==> config.mk <==
export PLATFORM = sky130hd
export DESIGN_NAME = poly_tone_voices
export DESIGN_NICKNAME = d
export VERILOG_FILES = /design/src/rtl/poly_tone_pkg.sv /design/src/rtl/tone_voice_datapath.sv /design/src/rtl/poly_tone_voices.sv
export SDC_FILE = /design/constraint.sdc
export NUM_CORES = 2
export LEC_CHECK = 0
export BUFFER_PORTS_ARGS = -buffer_cell sky130_fd_sc_hd__buf_2
export CORE_MARGIN = 1.5
export CORE_UTILIZATION = 45
export DETAILED_ROUTE_END_ITERATION = 16
export PLACE_DENSITY = 0.63
export REMOVE_ABC_BUFFERS = 1
export SLEW_MARGIN = 20
export SYNTH_ARGS = -nofsm -noshare
export SYNTH_HDL_FRONTEND = slang
export SYNTH_HIERARCHICAL = 1
export SYNTH_SLANG_ARGS = --single-unit
==> constraint.sdc <==
create_clock -name clk -period 17.2 [get_ports clk]
set_input_delay 1.72 -clock clk [delete_from_list [all_inputs] [get_ports clk]]
set_output_delay 1.72 -clock clk [all_outputs]
set_load 0.01 [all_outputs]
==> src/rtl/poly_tone_pkg.sv <==
// poly_tone_pkg: shared types and helpers for the polyphonic tone generator
package poly_tone_pkg;

    typedef enum logic [1:0] {ENV_IDLE, ENV_ATTACK, ENV_SUSTAIN, ENV_RELEASE} env_state_t;
    typedef enum logic [1:0] {WAVE_SQUARE, WAVE_SAW, WAVE_TRI, WAVE_MUTE} wave_mode_t;

    function automatic logic signed [63:0] sat_signed(input logic signed [63:0] v, input int w);
        logic signed [63:0] hi;
        hi = (64'sd1 <<< (w - 1)) - 64'sd1;
        return v > hi ? hi : v < -hi - 64'sd1 ? -hi - 64'sd1 : v;
    endfunction

    // p is an unsigned w-bit phase; the result is a signed w-bit sample
    function automatic logic signed [31:0] wave_shape(input wave_mode_t m, input logic [31:0] p, input int w);
        logic [31:0] half, f;
        half = 32'd1 << (w - 1);
        f = p >= half ? (half << 1) - 32'd1 - p : p;
        return m == WAVE_SQUARE ? (p >= half ? -$signed(half - 32'd1) : $signed(half - 32'd1)) :
               m == WAVE_SAW    ? $signed(p - half) :
               m == WAVE_TRI    ? $signed((f << 1) - half) : 32'sd0;
    endfunction

endpackage

==> src/rtl/tone_voice_datapath.sv <==
// tone_voice_datapath: envelope step, waveform and scaling for the voice currently selected by the sequencer
module tone_voice_datapath
    import poly_tone_pkg::*;
#(
    parameter int PHASE_W      = 24,
    parameter int OUT_W        = 16,
    parameter int ENV_W        = 8,
    parameter int ATTACK_STEP  = 8,
    parameter int RELEASE_STEP = 2
) (
    input  env_state_t                 state,
    input  logic [ENV_W-1:0]           env,
    input  logic [PHASE_W-1:0]         phase,
    input  logic [PHASE_W-1:0]         inc,
    input  logic                       btn,
    input  wave_mode_t                 mode,
    input  logic                       low_batt,
    output env_state_t                 state_nxt,
    output logic [ENV_W-1:0]           env_nxt,
    output logic [PHASE_W-1:0]         phase_nxt,
    output logic signed [OUT_W-1:0]    sample
);
    localparam int PROD_W = OUT_W + ENV_W + 1;
    localparam logic [ENV_W-1:0] ENV_MAX = '1;

    env_state_t gated;
    logic [ENV_W:0] env_sum;
    logic [ENV_W-1:0] env_up, env_dn;
    logic [PHASE_W-1:0] phase_base, eff_inc;
    logic [OUT_W-1:0] p;
    logic signed [OUT_W-1:0] wave;
    logic signed [PROD_W-1:0] prod;

    // a press from IDLE restarts the waveform at phase zero
    assign phase_base = state == ENV_IDLE ? '0 : phase;

    if (PHASE_W >= OUT_W) begin : g_top
        assign p = phase_base[PHASE_W-1 -: OUT_W];
    end else begin : g_pad
        assign p = {phase_base, {(OUT_W - PHASE_W){1'b0}}};
    end

    always_comb begin
        gated = btn && (state == ENV_IDLE || state == ENV_RELEASE) ? ENV_ATTACK :
                !btn && (state == ENV_ATTACK || state == ENV_SUSTAIN) ? ENV_RELEASE : state;
        env_sum = {1'b0, env} + (ENV_W + 1)'(ATTACK_STEP);
        env_up = env_sum > {1'b0, ENV_MAX} ? ENV_MAX : env_sum[ENV_W-1:0];
        env_dn = env > ENV_W'(RELEASE_STEP) ? env - ENV_W'(RELEASE_STEP) : '0;
        env_nxt = gated == ENV_ATTACK ? env_up : gated == ENV_RELEASE ? env_dn : env;
        state_nxt = gated == ENV_ATTACK && env_up == ENV_MAX ? ENV_SUSTAIN :
                    gated == ENV_RELEASE && env_dn == '0 ? ENV_IDLE : gated;
        eff_inc = low_batt ? inc - (inc >> 4) : inc;
        phase_nxt = state_nxt == ENV_IDLE ? phase_base : phase_base + eff_inc;
        wave = OUT_W'(wave_shape(mode, 32'(p), OUT_W));
        prod = PROD_W'(wave) * PROD_W'($signed({1'b0, env_nxt}));
        sample = state_nxt == ENV_IDLE ? '0 : OUT_W'(prod >>> ENV_W);
    end

endmodule

==> src/rtl/poly_tone_voices.sv <==
// poly_tone_voices: time-multiplexed polyphonic tone generator with per-voice ASR envelopes
// and a saturating mixer producing one signed PCM word per sample tick.
module poly_tone_voices
    import poly_tone_pkg::*;
#(
    parameter int NUM_VOICES   = 8,
    parameter int CLK_HZ       = 50000000,
    parameter int SAMPLE_HZ    = 48000,
    parameter int PHASE_W      = 24,
    parameter int OUT_W        = 16,
    parameter int ENV_W        = 8,
    parameter int ATTACK_STEP  = 8,
    parameter int RELEASE_STEP = 2,
    parameter int MIX_SHIFT    = 2
) (
    input  logic                            clk,
    input  logic                            reset_n,
    input  logic [NUM_VOICES-1:0]           btn,
    input  logic [NUM_VOICES*PHASE_W-1:0]   phase_inc,
    input  logic [1:0]                      wave_mode,
    input  logic                            low_batt,
    output logic signed [OUT_W-1:0]         pcm_out,
    output logic                            sample_strobe,
    output logic [NUM_VOICES-1:0]           voice_active
);
    localparam int DIV   = CLK_HZ / SAMPLE_HZ;
    localparam int DIV_W = $clog2(DIV);
    localparam int ACC_W = OUT_W + $clog2(NUM_VOICES) + 1;
    localparam int SEQ_W = $clog2(NUM_VOICES + 2);
    localparam int VS_W  = NUM_VOICES > 1 ? $clog2(NUM_VOICES) : 1;

    if (DIV < NUM_VOICES + 3 || NUM_VOICES < 1 || NUM_VOICES > 16) begin : g_bad_cfg
        $error("poly_tone_voices: need NUM_VOICES in 1..16 and CLK_HZ/SAMPLE_HZ >= NUM_VOICES+3");
    end

    logic [DIV_W-1:0] div_cnt;
    logic tick, seq_run;
    logic [SEQ_W-1:0] seq;
    logic [VS_W-1:0] vsel;
    logic [NUM_VOICES-1:0] btn_l;
    logic [NUM_VOICES*PHASE_W-1:0] inc_l;
    wave_mode_t mode_l;
    logic low_batt_l;
    env_state_t state_q [NUM_VOICES];
    logic [ENV_W-1:0] env_q [NUM_VOICES];
    logic [PHASE_W-1:0] phase_q [NUM_VOICES];
    logic signed [ACC_W-1:0] acc, acc_shr;
    env_state_t state_nxt;
    logic [ENV_W-1:0] env_nxt;
    logic [PHASE_W-1:0] phase_nxt;
    logic signed [OUT_W-1:0] voice_sample;

    assign tick = div_cnt == DIV_W'(DIV - 1);
    assign vsel = seq < SEQ_W'(NUM_VOICES) ? VS_W'(seq) : '0;
    assign acc_shr = acc >>> MIX_SHIFT;

    tone_voice_datapath #(
        .PHASE_W      (PHASE_W),
        .OUT_W        (OUT_W),
        .ENV_W        (ENV_W),
        .ATTACK_STEP  (ATTACK_STEP),
        .RELEASE_STEP (RELEASE_STEP)
    ) u_datapath (
        .state     (state_q[vsel]),
        .env       (env_q[vsel]),
        .phase     (phase_q[vsel]),
        .inc       (inc_l[vsel * PHASE_W +: PHASE_W]),
        .btn       (btn_l[vsel]),
        .mode      (mode_l),
        .low_batt  (low_batt_l),
        .state_nxt (state_nxt),
        .env_nxt   (env_nxt),
        .phase_nxt (phase_nxt),
        .sample    (voice_sample)
    );

    // seq 0..NUM_VOICES-1 visits voices, NUM_VOICES is a settle slot, NUM_VOICES+1 publishes
    always_ff @(posedge clk) begin
        if (!reset_n) begin
            div_cnt       <= '0;
            seq_run       <= 1'b0;
            seq           <= '0;
            acc           <= '0;
            pcm_out       <= '0;
            sample_strobe <= 1'b0;
            btn_l         <= '0;
            inc_l         <= '0;
            mode_l        <= WAVE_SQUARE;
            low_batt_l    <= 1'b0;
            for (int i = 0; i < NUM_VOICES; i++) begin
                state_q[i] <= ENV_IDLE;
                env_q[i]   <= '0;
                phase_q[i] <= '0;
            end
        end else begin
            div_cnt       <= tick ? '0 : div_cnt + DIV_W'(1);
            sample_strobe <= 1'b0;
            if (tick) begin
                btn_l      <= btn;
                inc_l      <= phase_inc;
                mode_l     <= wave_mode_t'(wave_mode);
                low_batt_l <= low_batt;
                acc        <= '0;
                seq        <= '0;
                seq_run    <= 1'b1;
            end else if (seq_run) begin
                seq <= seq + SEQ_W'(1);
                if (seq < SEQ_W'(NUM_VOICES)) begin
                    state_q[vsel] <= state_nxt;
                    env_q[vsel]   <= env_nxt;
                    phase_q[vsel] <= phase_nxt;
                    acc           <= acc + ACC_W'(voice_sample);
                end
                if (seq == SEQ_W'(NUM_VOICES + 1)) begin
                    pcm_out       <= OUT_W'(sat_signed(64'(acc_shr), OUT_W));
                    sample_strobe <= 1'b1;
                    seq_run       <= 1'b0;
                end
            end
        end
    end

    always_comb begin
        voice_active = '0;
        for (int i = 0; i < NUM_VOICES; i++) voice_active[i] = state_q[i] != ENV_IDLE;
    end

endmodule
* Word-level counts from Yosys, hierarchy flattened
Memories as Yosys holds them, arrays and structs flattened.
Index checks and enable logic that the tools add are counted.
** Word-level totals
- Memories :: 3
- Word-level logic and storage cells :: 113
- Bits in writable memories :: 272
- Output and inout bits :: 25
- Register bits after elaboration :: 256
** Cells by class
- Shift-type cells :: 1
- Equality and inequality tests :: 10
- Multipliers :: 2
- Reduce and logical (&&, ||, !) cells :: 26
- Multiplexer cells :: 41
- Add/sub/neg operators :: 10
- Bitwise logic cells :: 3
- $lt $le $gt $ge :: 7
** Memory list
- phase_q :: words 8, width 24, rd ports 1, clocked after memory_dff 0, wr ports 8, line poly_tone_voices.sv:46 : logic [PHASE_W-1:0] phase_q [NUM_VOICES];
- env_q :: words 8, width 8, rd ports 1, clocked after memory_dff 0, wr ports 8, line poly_tone_voices.sv:45 : logic [ENV_W-1:0] env_q [NUM_VOICES];
- state_q :: words 8, width 2, rd ports 9, clocked after memory_dff 0, wr ports 8, line poly_tone_voices.sv:44 : env_state_t state_q [NUM_VOICES];
** Operators by type and width (count)
- indexed part select 192 x 9 -> 24 bit :: 1
- two-way mux 16 bit :: 7
- two-way mux 24 bit :: 4
- two-way mux 8 bit :: 5
- subtractor 16 bit (second input constant) :: 2
- adder 24 bit :: 1
- multiplier 16 x 9 -> 24 bit :: 1
- OR reduction 24 bit :: 1
- subtractor 24 x 20 -> 24 bit :: 1
- adder 20 x 16 -> 20 bit :: 1
- greater-than comparator 18 x 16 -> 1 bit (second input constant) :: 1
- less-than comparator 18 x 16 -> 1 bit (second input constant) :: 1
- >= comparator 16 bit (second input constant) :: 1
- nonzero test 2 bit :: 8
- two-way mux 15 bit :: 1
- subtractor 15 bit (first input constant) :: 1
- two-way mux 1 bit :: 14
- two-way mux 3 bit :: 4
- adder 11 x 1 -> 11 bit (second input constant) :: 1
- equality test 11 bit (second input constant) :: 1
- two-way mux 2 bit :: 5
- adder 8 x 4 -> 9 bit (second input constant) :: 1
- greater-than comparator 9 x 8 -> 1 bit (second input constant) :: 1
- equality test 2 bit (second input constant) :: 4
- 21 further kinds :: 32

* Depth between registers and ports, before layout
- Depth in word-level cells :: 15
- Mapped depth :: 45

* By module
Netlist, hierarchy kept.
** Modules (own cells, without submodules)
- poly_tone_voices :: instances 1, cells an instance 2347, seq. area each 13292.7 µm², area an instance 23276.1 µm²
- tone_voice_datapath :: instances 1, cells an instance 1102, seq. area each 0.0 µm², area an instance 8074.0 µm²

* Worst setup path after synthesis
OpenSTA, ideal clock, no wires.
- Path type :: reg2reg
- Start :: register seq[0]
- End :: register acc[19]
- Path buffers :: 6
- Path slack :: 7.527 ns
- Period minus slack after synthesis :: 9.673 ns
- Data arrival time :: 9.603 ns
- Setup time :: 0.070 ns
- Stages on the path, launching flop included :: 43
- Data required time :: 17.130 ns
- Cell sequence :: dfxtp_1 buf_2 buf_2 buf_2 buf_2 clkbuf_1 o221ai_1 nand3_1 ha_1 and3b_1 o2111ai_1 a31oi_1 o22ai_1 o221ai_1 nand2_1 o31ai_1 clkbuf_1 nand2_1 [... 7 more ...] ha_1 nand2_1 nand2b_1 a21o_1 a211oi_1 o21ai_0 a22oi_2 a31oi_2 a41oi_2 xnor2_1 nor2_1 ha_1 a211oi_1 o21ai_1 a221o_1 o31a_1 or4_1 a21oi_1
** On the way
- Elaborated cells on any way between the ends :: 49
- Classes of those cells :: 6 x add/sub; 1 x mul; 4 x order compare; 6 x eq/ne; 18 x mux; 11 x reduce/logical; 3 x memory
** RTL lines
- from (decl) :: line poly_tone_voices.sv:38 : logic [SEQ_W-1:0] seq;
- from (signal assigned) :: line poly_tone_voices.sv:107 : seq <= seq + SEQ_W'(1);
- less-than comparator 4 bit :: line poly_tone_voices.sv:54 : assign vsel = seq < SEQ_W'(NUM_VOICES) ? VS_W'(seq) : '0;
- two-way mux 3 bit * :: line poly_tone_voices.sv:54
- parallel branches: the longest is 8 deep, another holds adder 8 x 4 -> 9 bit
- two-way mux 8 bit * :: line tone_voice_datapath.sv:49 : env_nxt = gated == ENV_ATTACK ? env_up : gated == ENV_RELEASE ? env_dn : env;
- named net env_nxt[3] :: line poly_tone_voices.sv:49 : logic [ENV_W-1:0] env_nxt;
- multiplier 16 x 9 -> 24 bit * :: line tone_voice_datapath.sv:55 : prod = PROD_W'(wave) * PROD_W'($signed({1'b0, env_nxt}));
- two-way mux 16 bit * :: line tone_voice_datapath.sv:56 : sample = state_nxt == ENV_IDLE ? '0 : OUT_W'(prod >>> ENV_W);
- named net voice_sample[15] :: line poly_tone_voices.sv:51 : logic signed [OUT_W-1:0] voice_sample;
- adder 20 x 16 -> 20 bit * :: line poly_tone_voices.sv:112 : acc <= acc + ACC_W'(voice_sample);
- to (signal assigned) :: line poly_tone_voices.sv:112
- to (decl) :: line poly_tone_voices.sv:47 : logic signed [ACC_W-1:0] acc, acc_shr;
Mark *: on every way through the listed nets, which the timed path passes. The select of a mux whose other input is x is not followed.
A chain may end at the register's enable or synchronous reset.

* Worst setup path after layout
- Start :: register seq[3]
- End :: register acc[19]
** On the way
- Elaborated cells on any way between the ends :: 49
- Classes of those cells :: 6 x add/sub; 1 x mul; 4 x order compare; 6 x eq/ne; 18 x mux; 11 x reduce/logical; 3 x memory
** RTL lines (line)
- less-than comparator 4 bit * :: poly_tone_voices.sv:54
- two-way mux 3 bit * :: poly_tone_voices.sv:54
- parallel branches: the longest is 8 deep, another holds adder 8 x 4 -> 9 bit
- two-way mux 8 bit * :: tone_voice_datapath.sv:49
- named net env_nxt[4] :: poly_tone_voices.sv:49
- multiplier 16 x 9 -> 24 bit * :: tone_voice_datapath.sv:55
- two-way mux 16 bit * :: tone_voice_datapath.sv:56
- named net voice_sample[15] :: poly_tone_voices.sv:51
- adder 20 x 16 -> 20 bit * :: poly_tone_voices.sv:112
Marked as above.

==> impl_metrics.py <==
metrics = {
    "grt": {
        "grt-ovfl-total": 0,
        "antenna_found_initial": 3,
        "grt_max_degree": 201,
        "first_global_vias": 24600,
        "grt_use_met3": 0.0374,
        "busiest_layer": "met2",
        "met2_usage": 0.411,
        "grt_pass1_wl_um": 142000,
        "use_met1": 0.363,
        "grt_usage": 0.258,
    },
    "synth": {
        "synth_cells": 3449,
        "synth_area_leaders": "edfxtp_1 26%, dfxtp_1 16%, nand2_1 8.0%",
        "synth_flop_cell": "edfxtp_1",
        "synth_top_family_by_area": "simple AND/OR/NAND/NOR gates",
        "yosysWarnings": 6,
        "synth-edff-count": 272,
        "synth_cell_types": 95,
        "synth-simple-area-share": 0.213,
        "synth-seq-cells": 528,
        "yosysSeqAreaShare": 0.424,
        "async_flop_share": 0,
        "synth-compound-area-share": 0.147,
        "synthAdderAreaFrac": 0.111,
        "syn_avg_cell_area_um2": 9.09,
        "synth_top_area_share": 0.261,
        "synth.largest_area_cell": "edfxtp_1",
        "synthMuxAreaShare": 0.0328,
        "synthXorXnorAreaFrac": 0.0212,
        "post-synth-top-count-cell": "nand2_1",
        "syn-cell-area_mm2": 0.0314,
        "synth_common_cells": "670 x nand2_1, 331 x a21oi_1, 272 x edfxtp_1",
    },
    "place": {
        "gp_congestion": 0.912,
        "hpwlAfterDp_um": 61700,
        "port_buffers": 229,
        "placed_area_mm2": 0.0333,
    },
    "run": {
        "maxCapViolations": 0,
    },
    "setup_path": {
        "cp_top_family": "compound AO/OA/AOI/OAI gates",
        "regToRegEndpoint": "acc[19]",
        "worst-path-buf-inv": 5,
        "cp.arrival_ns": 12.67,
        "r2r_cells": 39,
        "crit_type": "reg -> reg",
        "worstSetupStartpoint": "seq[3]",
        "r2r_setup_slack_ns": 5.09,
        "critPathMostFrequentCell": "fa_1",
        "crit_path_end_kind": "register",
        "r2r_start": "seq[3]",
        "required_ns": 17.76,
        "crit_path_top_delay_cell": "dfxtp_1",
        "max_stage_delay_ns": 1.08,
        "crit_path_start_kind": "register",
        "cp_max_fo": 43,
    },
    "worst_hold_path": {
        "min_from": "pcm_out[4]",
        "hold_end": "pcm_out[4]",
        "min_path_type": "reg -> reg",
        "min_path_cells": 2,
    },
    "pwr": {
        "p_int_mw": 2.58,
        "clockPowerShare": 0.319,
        "seqPwrFrac": 0.342,
        "swShare": 0.345,
        "power_mw": 3.94,
        "power_density_mw_per_mm2": 112,
        "pwr-share-comb": 0.338,
        "switchingPower_mw": 1.36,
        "p_leak_nw": 14.1,
        "peakVddDrop_mv": 0.127,
    },
    "cts": {
        "cts_made_buffers": 57,
        "cts.sinks": 528,
        "cts-root-buf": "clkbuf_16",
        "clock_path_buffers": 3,
        "path_clk_slew_ns": 0.06,
        "cts_setup_buffers": 0,
        "htreeDepth": 2,
        "tritoncts": "done",
        "ctsHoldBuffers": 0,
        "cts_resized": 0,
        "clk_latency_ns": 0.65,
    },
    "timing": {
        "finalSetupViolCount": 0,
        "fin_setup_tns_ns": 0,
        "worst_pin_slew_ns": 1.15,
        "rsz0062_at_grt": "false",
        "finalCriticalPeriod_ns": 12.11,
        "report.final.slew_viol_count": 0,
        "finalCritPeriodShare": 0.704,
        "clock.fmax_mhz": 82.6,
        "timing.hold.ws_ns": 0.448,
        "slew_headroom": 0.232,
        "hold_viol": 0,
        "skew_ns": 0.0404,
    },
    "floorplan": {
        "fp.coreArea_mm2": 0.0688,
        "rows": 96,
        "initial_core_util": 0.455,
        "die_area_mm2": 0.0713,
        "die_w_um": 267,
        "io_pins": 230,
        "die_h_um": 267,
    },
    "cells_and_area": {
        "synthToLayoutAreaGrowth_pct": 12.4,
        "post-route-cell-area_mm2": 0.0352,
        "nNetsFinal": 3995,
        "drive_above_1_share": 0.126,
    },
    "route": {
        "final_antenna_net_count": 0,
        "vias": 25800,
        "drt-initial-drc-count": 2339,
        "drc": 0,
        "drt-total-wl_um": 93100,
        "wire_per_inst_um": 20.4,
        "vias_per_cell": 5.67,
        "first_pass_iters": 5,
    },
    "status": {
        "outcome": "complete, no violations",
    },
}
[cell families (layout without fill, tap and decap cells)]
group                      count (synthesis)  count (layout)
AOI/OAI and AO/OA                        735             735
and+or+nand+nor                         1390            1390
other                                      0               3
xor gates and xnor gates                  76              76
muxes                                    100             100
buffers and inverters                    403             575
adders and majority gates                217             217
DFF                                      528             528
[routing by layer]
layer	up-vias	wire [um]
met5	-	0
met4	0	2300
met3	162	6330
met2	844	42700
met1	12600	41700
li1	12200	-
[placed cells by master (no fill, tap or decap), types with 62 or more instances in the layout]
cell type / instances
fa_1: 102
inv_1: 184
o21ai_0: 86
mux2i_1: 86
nand3_1: 80
and2_1: 196
and3_1: 114
buf_2: 229
a21oi_1: 330
dfxtp_1: 255
nor2_1: 128
edfxtp_1: 272
clkbuf_16: 62
nand2_1: 667
ha_1: 115
[area by class of cell]
| class | count | area (um2) |
|---|---|---|
| fillers | 6399 | 33600 |
| multi-input cells | 2518 | 16600 |
| flip-flops and latches | 528 | 13300 |
| clock buffers | 82 | 1710 |
| repair buffers | 282 | 1560 |
| well taps | 931 | 1160 |
| inverters | 186 | 703 |
| clock inverters | 25 | 231 |
| diodes | 3 | 7.51 |
[worst min-delay path, stage by stage, from the launching register on]
cell and delay [ns]:
dfxtp_1 0.32, nand2_1 0.04, o21ai_0 0.06
[registers in the layout (all words and copies together) (netlist names)]
register,count
inc_l,192
phase_q,192
env_q,64
acc,20
pcm_out,16
state_q,16
div_cnt,11
btn_l,8
seq,4
mode_l,2
low_batt_l,1
sample_strobe,1
seq_run,1
[power groups by stage]
stage / logic (mW) / clock network [mW] / registers, mW
2_1_floorplan: 0.985 / 0 / 1.38
3_3_place_gp: 1.30 / 0 / 1.38
3_5_place_dp: 1.31 / 0 / 1.38
4_1_cts: 1.32 / 1.28 / 1.35
5_1_grt: 1.49 / 1.32 / 1.35
6_report: 1.33 / 1.26 / 1.35
[metrics by stage]
| stage | worst slack [ns] | instances | utilization |
|---|---|---|---|
| floorplan | -0.492 | 3232 | - |
| global placement | 5.56 | 4445 | 0.483 |
| detailed placement | 5.31 | 4445 | 0.483 |
| CTS | 5.27 | 4552 | 0.512 |
| global route | 4.42 | 4554 | 0.512 |
| finish | 5.09 | 4555 | 0.512 |
[how the worst max path moves through the flow]
stage	end	depth (start not counted)	slack, ns
3_5_place_dp	acc[19]	39	5.31
4_1_cts	acc[19]	39	5.27
5_1_grt	acc[19]	39	4.42
3_3_place_gp	acc[19]	38	5.56
6_report	acc[19]	39	5.09
2_1_floorplan	acc[19]	34	-0.49
Note: power is estimated with default switching activity, not from simulation.
